## src/rtl/dds_wave_gen.sv

```systemverilog
// dds_wave_gen
//   8-bit direct digital synthesis source programmed with a 4-digit BCD
//   frequency (0..9999 Hz). A request is taken over a valid/ready
//   handshake. It is converted to binary one digit per cycle, scaled to a
//   frequency tuning word (ftw) and committed to a free-running phase
//   accumulator. The top 8 phase bits address four registered waveform
//   generators and a registered selectable output.
//
// Handshake: a request transfers on a rising edge where set_valid and
//   set_ready are both high. set_ready is high only while the converter is
//   idle. set_valid is ignored at all other times, and the digit inputs may
//   change freely once the transfer has happened.
//
// Ports
//   clk           in   1  system clock, rising edge
//   rst_n         in   1  asynchronous active-low reset
//   set_valid     in   1  new frequency request
//   set_ready     out  1  converter idle, request can transfer
//   fre_set_thou  in   4  BCD thousands digit
//   fre_set_hund  in   4  BCD hundreds digit
//   fre_set_ten   in   4  BCD tens digit
//   fre_set_one   in   4  BCD ones digit
//   set_done      out  1  one-cycle pulse, new ftw committed
//   set_err       out  1  one-cycle pulse, request rejected (a digit > 9)
//   wave_sel      in   2  00 sine, 01 square, 10 triangle, 11 sawtooth
//   DAC_sin       out  8  sine code, midscale 128
//   DAC_squ       out  8  square code, 0 or 255
//   DAC_tri       out  8  triangle code
//   DAC_saw       out  8  sawtooth code
//   wave_out      out  8  code picked by wave_sel
module dds_wave_gen #(
    parameter int ACC_W     = 32,
    parameter int FTW_MUL   = 21990,
    parameter int FTW_SHIFT = 8
) (
    input  logic       clk,
    input  logic       rst_n,
    input  logic       set_valid,
    output logic       set_ready,
    input  logic [3:0] fre_set_thou,
    input  logic [3:0] fre_set_hund,
    input  logic [3:0] fre_set_ten,
    input  logic [3:0] fre_set_one,
    output logic       set_done,
    output logic       set_err,
    input  logic [1:0] wave_sel,
    output logic [7:0] DAC_sin,
    output logic [7:0] DAC_squ,
    output logic [7:0] DAC_tri,
    output logic [7:0] DAC_saw,
    output logic [7:0] wave_out
);

    // 9999 needs 14 bits; 9999 * 21990 needs 28, so 29 bits leaves margin.
    localparam int BIN_W  = 14;
    localparam int PROD_W = 29;

    typedef enum logic [1:0] {
        S_IDLE   = 2'd0,
        S_CONV   = 2'd1,
        S_SCALE  = 2'd2,
        S_COMMIT = 2'd3
    } state_t;

    state_t state;
    state_t state_next;

    logic [15:0]       digits;
    logic [1:0]        conv_cnt;
    logic [BIN_W-1:0]  bin_hz;
    logic [ACC_W-1:0]  ftw_new;
    logic [ACC_W-1:0]  ftw;
    logic [ACC_W-1:0]  phase;

    logic              transfer;
    logic              digit_bad;
    logic [3:0]        cur_digit;
    logic [BIN_W-1:0]  bin_mac;
    logic [PROD_W-1:0] prod;

    logic [7:0] p;
    logic [5:0] sin_idx;
    logic [6:0] sin_q;
    logic [7:0] sin_next;
    logic [7:0] squ_next;
    logic [7:0] tri_next;
    logic [7:0] saw_next;
    logic [7:0] sel_next;

    // ------------------------------------------------------------------
    // Handshake and request decode
    // ------------------------------------------------------------------
    assign set_ready = (state == S_IDLE);
    assign transfer  = set_valid && set_ready;

    // Checked on the raw inputs so the reject decision is made on the
    // same edge that latches the digits.
    assign digit_bad = (fre_set_thou > 4'd9) || (fre_set_hund > 4'd9) ||
                       (fre_set_ten  > 4'd9) || (fre_set_one  > 4'd9);

    // Most significant digit first: conv_cnt 0 picks the thousands digit.
    always_comb begin
        cur_digit = 4'd0;
        case (conv_cnt)
            2'd0: cur_digit = digits[15:12];
            2'd1: cur_digit = digits[11:8];
            2'd2: cur_digit = digits[7:4];
            2'd3: cur_digit = digits[3:0];
            default: cur_digit = 4'd0;
        endcase
    end

    assign bin_mac = bin_hz * 14'd10 + {10'd0, cur_digit};
    assign prod    = PROD_W'(bin_hz) * PROD_W'(FTW_MUL);

    // ------------------------------------------------------------------
    // Control FSM
    // ------------------------------------------------------------------
    always_ff @(posedge clk or negedge rst_n) begin
        if (!rst_n) begin
            state <= S_IDLE;
        end else begin
            state <= state_next;
        end
    end

    always_comb begin
        state_next = state;
        case (state)
            S_IDLE: begin
                if (transfer && !digit_bad) begin
                    state_next = S_CONV;
                end
            end
            S_CONV: begin
                if (conv_cnt == 2'd3) begin
                    state_next = S_SCALE;
                end
            end
            S_SCALE:  state_next = S_COMMIT;
            S_COMMIT: state_next = S_IDLE;
            default:  state_next = S_IDLE;
        endcase
    end

    // ------------------------------------------------------------------
    // Conversion datapath and status pulses
    // ------------------------------------------------------------------
    always_ff @(posedge clk or negedge rst_n) begin
        if (!rst_n) begin
            digits   <= '0;
            conv_cnt <= '0;
            bin_hz   <= '0;
            ftw_new  <= '0;
            ftw      <= '0;
            set_done <= 1'b0;
            set_err  <= 1'b0;
        end else begin
            set_done <= 1'b0;
            set_err  <= 1'b0;
            case (state)
                S_IDLE: begin
                    if (transfer) begin
                        digits <= {fre_set_thou, fre_set_hund, fre_set_ten, fre_set_one};
                        if (digit_bad) begin
                            set_err <= 1'b1;
                        end else begin
                            bin_hz   <= '0;
                            conv_cnt <= '0;
                        end
                    end
                end
                S_CONV: begin
                    bin_hz   <= bin_mac;
                    conv_cnt <= conv_cnt + 2'd1;
                end
                S_SCALE: begin
                    ftw_new <= ACC_W'(prod >> FTW_SHIFT);
                end
                S_COMMIT: begin
                    ftw      <= ftw_new;
                    set_done <= 1'b1;
                end
                default: ;
            endcase
        end
    end

    // ------------------------------------------------------------------
    // Phase accumulator: never reset on a frequency change, so the output
    // stays phase-continuous. ftw = 0 simply freezes it.
    // ------------------------------------------------------------------
    always_ff @(posedge clk or negedge rst_n) begin
        if (!rst_n) begin
            phase <= '0;
        end else begin
            phase <= phase + ftw;
        end
    end

    // ------------------------------------------------------------------
    // Waveform generators
    // ------------------------------------------------------------------
    // Quarter-wave sine table sampled at the centre of each step, so the
    // mirrored quadrants meet without a repeated code at the fold points.
    function automatic logic [6:0] quarter_sin(input logic [5:0] i);
        quarter_sin = 7'd0;
        case (i)
            6'd0:  quarter_sin = 7'd2;    6'd1:  quarter_sin = 7'd5;
            6'd2:  quarter_sin = 7'd8;    6'd3:  quarter_sin = 7'd11;
            6'd4:  quarter_sin = 7'd14;   6'd5:  quarter_sin = 7'd17;
            6'd6:  quarter_sin = 7'd20;   6'd7:  quarter_sin = 7'd23;
            6'd8:  quarter_sin = 7'd26;   6'd9:  quarter_sin = 7'd29;
            6'd10: quarter_sin = 7'd32;   6'd11: quarter_sin = 7'd35;
            6'd12: quarter_sin = 7'd38;   6'd13: quarter_sin = 7'd41;
            6'd14: quarter_sin = 7'd44;   6'd15: quarter_sin = 7'd47;
            6'd16: quarter_sin = 7'd50;   6'd17: quarter_sin = 7'd53;
            6'd18: quarter_sin = 7'd56;   6'd19: quarter_sin = 7'd58;
            6'd20: quarter_sin = 7'd61;   6'd21: quarter_sin = 7'd64;
            6'd22: quarter_sin = 7'd67;   6'd23: quarter_sin = 7'd69;
            6'd24: quarter_sin = 7'd72;   6'd25: quarter_sin = 7'd74;
            6'd26: quarter_sin = 7'd77;   6'd27: quarter_sin = 7'd79;
            6'd28: quarter_sin = 7'd82;   6'd29: quarter_sin = 7'd84;
            6'd30: quarter_sin = 7'd86;   6'd31: quarter_sin = 7'd89;
            6'd32: quarter_sin = 7'd91;   6'd33: quarter_sin = 7'd93;
            6'd34: quarter_sin = 7'd95;   6'd35: quarter_sin = 7'd97;
            6'd36: quarter_sin = 7'd99;   6'd37: quarter_sin = 7'd101;
            6'd38: quarter_sin = 7'd103;  6'd39: quarter_sin = 7'd105;
            6'd40: quarter_sin = 7'd106;  6'd41: quarter_sin = 7'd108;
            6'd42: quarter_sin = 7'd110;  6'd43: quarter_sin = 7'd111;
            6'd44: quarter_sin = 7'd113;  6'd45: quarter_sin = 7'd114;
            6'd46: quarter_sin = 7'd115;  6'd47: quarter_sin = 7'd117;
            6'd48: quarter_sin = 7'd118;  6'd49: quarter_sin = 7'd119;
            6'd50: quarter_sin = 7'd120;  6'd51: quarter_sin = 7'd121;
            6'd52: quarter_sin = 7'd122;  6'd53: quarter_sin = 7'd123;
            6'd54: quarter_sin = 7'd124;  6'd55: quarter_sin = 7'd124;
            6'd56: quarter_sin = 7'd125;  6'd57: quarter_sin = 7'd125;
            6'd58: quarter_sin = 7'd126;  6'd59: quarter_sin = 7'd126;
            6'd60: quarter_sin = 7'd127;  6'd61: quarter_sin = 7'd127;
            6'd62: quarter_sin = 7'd127;  6'd63: quarter_sin = 7'd127;
            default: quarter_sin = 7'd0;
        endcase
    endfunction

    assign p = phase[ACC_W-1 -: 8];

    // p[6] selects the falling half of each half-cycle (mirror the index),
    // p[7] selects the negative half (mirror about midscale).
    assign sin_idx  = p[6] ? ~p[5:0] : p[5:0];
    assign sin_q    = quarter_sin(sin_idx);
    assign sin_next = p[7] ? (8'd128 - {1'b0, sin_q}) : (8'd128 + {1'b0, sin_q});
    assign squ_next = p[7] ? 8'd255 : 8'd0;
    assign tri_next = p[7] ? ~{p[6:0], 1'b0} : {p[6:0], 1'b0};
    assign saw_next = p;

    always_comb begin
        sel_next = sin_next;
        case (wave_sel)
            2'b00: sel_next = sin_next;
            2'b01: sel_next = squ_next;
            2'b10: sel_next = tri_next;
            2'b11: sel_next = saw_next;
            default: sel_next = sin_next;
        endcase
    end

    // All codes register from the same phase sample, so wave_out always
    // matches the selected DAC output of the same cycle.
    always_ff @(posedge clk or negedge rst_n) begin
        if (!rst_n) begin
            DAC_sin  <= 8'd128;
            DAC_squ  <= 8'd0;
            DAC_tri  <= 8'd0;
            DAC_saw  <= 8'd0;
            wave_out <= 8'd0;
        end else begin
            DAC_sin  <= sin_next;
            DAC_squ  <= squ_next;
            DAC_tri  <= tri_next;
            DAC_saw  <= saw_next;
            wave_out <= sel_next;
        end
    end

endmodule
```

## config.mk

```make
export PLATFORM = sky130hd
export DESIGN_NAME = dds_wave_gen
export DESIGN_NICKNAME = d
export VERILOG_FILES = /design/src/rtl/dds_wave_gen.sv
export SDC_FILE = /design/constraint.sdc
export NUM_CORES = 1
export LEC_CHECK = 0
export CORE_ASPECT_RATIO = 0.8
export CORE_MARGIN = 8
export CORE_UTILIZATION = 40
export DETAILED_ROUTE_END_ITERATION = 10
export GPL_TIMING_DRIVEN = 1
export MAX_ROUTING_LAYER = met4
export SLEW_MARGIN = 25
export SYNTH_ARGS = -nofsm -noshare
export SYNTH_HDL_FRONTEND = slang
export SYNTH_SLANG_ARGS = --single-unit
```

## constraint.sdc

```tcl
create_clock -name clk -period 5 [get_ports clk]
set_input_delay 1.25 -clock clk [delete_from_list [all_inputs] [get_ports clk]]
set_output_delay 1.25 -clock clk [all_outputs]
set_load 0.01 [all_outputs]
```

==> metrics.md <==
| Metric | Value |
|---|---|
| All-Layer GR Usage | 16.22% |
| Total detailed-routing wirelength | 27.48 mm |
| Total of hold buffers inserted after clock tree synthesis | 0 |
| Sequential fraction of the synthesis area | 28.81% |
| Class of the most critical hold timing path | flop to flop |
| Remaining number of nets flagged by the antenna check after routing | 0 |
| # diodes | 0 |
| Kind of start point of the critical path | flop |
| Gate count after technology mapping | 1205 |
| Clock Tree Buf Depth | 2 |
| WP data arrival | 5.48 ns |
| Final Cycle Share | 103.3% |
| Proportion of register bits with asynchronous set or reset after synthesis | 100.0% |
| Avg Vias per Cell | 5.216 |
| Clock period minus final worst setup slack | 5.164 ns |
| CTS sink cnt | 141 |
| Largest clock skew in the final design | 0.01016 ns |
| Worst Reg2Reg Path Length in Cells | 21 |
| MaxCap Viol Count | 0 |
| Number of vias after detailed routing | 9045 |
| Number of iterations in the first detailed-routing pass | 7 |
| Req. time, crit path | 5.31 ns |
| Endpoints failing hold | 0 |
| Yosys Warn Count | 0 |
| Final worst slack | -0.1644 ns |
| DRC | 0 |
| Critical path class | flop to flop |
| Height of the die | 172.5 microns |
| Largest net degree at the start of global routing | 81 |
| Number of enable-type register cells in the synthesized netlist | 0 |
| Core ar. | 30240 sq um |
| Number of global-route vias before repair | 9123 |
| Die area | 36520 sq um |
| Smallest hold slack | 0.4694 ns |
| Max-slew violations | 0 |
| Total clock buffers created by CTS | 17 |
| Syn nets | 1465 |
| Effective utilization at floorplan | 40.51% |
| Post-CTS clock slew at the launch and capture registers of the worst setup and hold paths | 0.06 ns |
| Setup repair after global routing missed its margin | yes |
| Wire length of the first global-routing pass | 47.32 mm |
| Commonest cells after routing, fill and taps aside | sky130_fd_sc_hd__ha_1, sky130_fd_sc_hd__dfrtp_1, sky130_fd_sc_hd__inv_1 |
| Hold depth | 1 |
| Most common library cell in the layout ignoring fill and taps | sky130_fd_sc_hd__ha_1 |
| Peak fanout along the critical path | 4 |
| Die X-Extent | 211.7 microns |
| Worst-margin pin slew | 1.034 ns |
| Initial antenna violation count | 0 |
| Final setup vio count | 8 |
| Peak Freq | 0.1936 GHz |
| Most common flop cell mapped by yosys | sky130_fd_sc_hd__dfrtp_1 |
| Number of levels in the clock H-tree | 4 |
| Total of flip-flops plus latches after synthesis | 141 |
| Number of nets in the final layout | 1568 |
| Wire length per cell | 15.85 microns |
| Post-synth cell types | 81 |
| Outcome | complete, but fails checks |
| Insertion delay to the later sink of the worst-skew pair | 0.43 ns |
| Critical path endpoint category | flop |
| Syn Std Cell Area | 12250 sq um |
| Initial DRC count | 628 |
| GPL Wtd Cong | 0.8535 |
| Root Driver | sky130_fd_sc_hd__clkbuf_16 |
| Post-synthesis average cell area | 10.17 sq um |
| Layout area overhead | 17.38% |
| Standard-cell rows | 57 |
| Detailed placement HPWL | 21.28 mm |
| Fraction of layout cells with a size suffix above 1 | 16.20% |
| Number of port buffers | 63 |
| Relative slew slack | 30.15% |
| Number of top-level pins | 64 |
| Overflow after GRT | 0 |
| Violations in the final reports | negative setup slack |
| TritonCTS clock tree | done |
## cell usage after synthesis (18+ instances only)
master | count | share of area (%)
sky130_fd_sc_hd__inv_1 | 122 | 3.7
sky130_fd_sc_hd__dfrtp_1 | 140 | 29
sky130_fd_sc_hd__mux2_2 | 51 | 4.7
sky130_fd_sc_hd__nand2b_1 | 20 | 1.0
sky130_fd_sc_hd__nand2_1 | 80 | 2.5
sky130_fd_sc_hd__clkbuf_1 | 18 | 0.55
sky130_fd_sc_hd__a21o_1 | 19 | 1.2
sky130_fd_sc_hd__nand3_1 | 30 | 1.2
sky130_fd_sc_hd__fa_1 | 72 | 12
sky130_fd_sc_hd__o21ai_0 | 61 | 2.5
sky130_fd_sc_hd__ha_1 | 167 | 17
sky130_fd_sc_hd__xor2_1 | 33 | 2.4
sky130_fd_sc_hd__nor2_1 | 40 | 1.2
sky130_fd_sc_hd__xnor2_1 | 38 | 2.7
sky130_fd_sc_hd__nor2b_1 | 23 | 1.2
sky130_fd_sc_hd__a21oi_1 | 49 | 2.0
## cells by family (layout without fill, tap and decap cells)
| group | count (synthesis) | in the layout | synth area share, % |
|---|---|---|---|
| muxes | 63 | 63 | 5.873 |
| buffers and inverters | 173 | 289 | 5.924 |
| adders and majority gates | 239 | 239 | 28.82 |
| AOI/OAI and AO/OA | 254 | 254 | 14.27 |
| and+or+nand+nor | 261 | 261 | 10.78 |
| DFF | 141 | 141 | 28.81 |
| xor gates and xnor gates | 74 | 74 | 5.525 |
## sequential cells by signal, indices dropped and copies added, names as in the netlist
| register | count |
|---|---|
| bin_hz | 14 |
| conv_cnt | 2 |
| phase | 32 |
| state | 2 |
| set_done | 1 |
| digits | 16 |
| DAC_tri | 8 |
| set_err | 1 |
| ftw_new | 21 |
| DAC_saw | 7 |
| wave_out | 8 |
| ftw | 21 |
| DAC_sin | 8 |
## metrics by stage
step	std cells	utilization, %	cell area (sq um)	worst slack [ns]	TNS (ns)
2_1_floorplan	1205	-	12320	-0.06208	-0.1162
4_1_cts	1732	47.33	14310	-0.1837	-1.086
3_3_place_gp	1700	45.36	13720	-0.1419	-0.5700
5_1_grt	1734	47.55	14380	-0.4580	-3.771
3_5_place_dp	1700	45.36	13720	-0.2371	-1.262
6_report	1734	47.55	14380	-0.1644	-0.8339
## critical path, stage by stage (launching register included)
cell                       delay [ns]
sky130_fd_sc_hd__dfrtp_2         0.39
sky130_fd_sc_hd__inv_2           0.06
sky130_fd_sc_hd__fa_1            0.53
sky130_fd_sc_hd__inv_1           0.04
sky130_fd_sc_hd__ha_2            0.16
sky130_fd_sc_hd__fa_1            0.47
sky130_fd_sc_hd__inv_1           0.05
sky130_fd_sc_hd__fa_1            0.47
sky130_fd_sc_hd__inv_1           0.05
sky130_fd_sc_hd__fa_1            0.47
sky130_fd_sc_hd__inv_1           0.05
sky130_fd_sc_hd__fa_1            0.48
sky130_fd_sc_hd__inv_2           0.05
sky130_fd_sc_hd__ha_4            0.26
sky130_fd_sc_hd__nand4_1         0.12
sky130_fd_sc_hd__a211oi_2        0.19
sky130_fd_sc_hd__nor3_2          0.09
sky130_fd_sc_hd__a211o_1         0.32
sky130_fd_sc_hd__nand4_1         0.20
sky130_fd_sc_hd__a311oi_2        0.15
sky130_fd_sc_hd__nand2b_1        0.19
sky130_fd_sc_hd__a211o_1         0.26
## metal layers
metal	vias up	track usage (%)	part of all wire, %
met5	-	-	0
met4	0	3.615	0.86
met3	19	2.434	4.0
met2	172	23.47	43
met1	4403	23.58	52
li1	4451	-	-
## timing repair
| item | in CTS | in global routing |
|---|---|---|
| buffers inserted | 0 | 2 |
| pin swaps | 6 | 17 |
| setup endpoints to repair | 8 | 15 |
| resized for setup | 4 | 14 |
## path summary, 6_finish.rpt
path | start | end | slack (ns)
max reg2reg | bin_hz[3] | ftw_new[19] | -0.16
max in group asynchronous | rst_n | bin_hz[0] | 3.11
min reg2reg | phase[0] | phase[0] | 0.47
min | phase[0] | phase[0] | 0.47
min in group asynchronous | rst_n | ftw[2] | 0.84
max | bin_hz[3] | ftw_new[19] | -0.16
## final cells by class
type	instances	area, sq um
tap	413	516.7
clock buffer	17	425.4
sequential	141	3541
multi-input combinational	891	8110
inverter	124	467.9
timing repair buffer	133	1157
clock inverter	15	161.4
fill	2872	15860
Power is left out: the tool's default activity adds up to more than one toggle a clock period on the data nets, which glitch-free logic cannot reach.
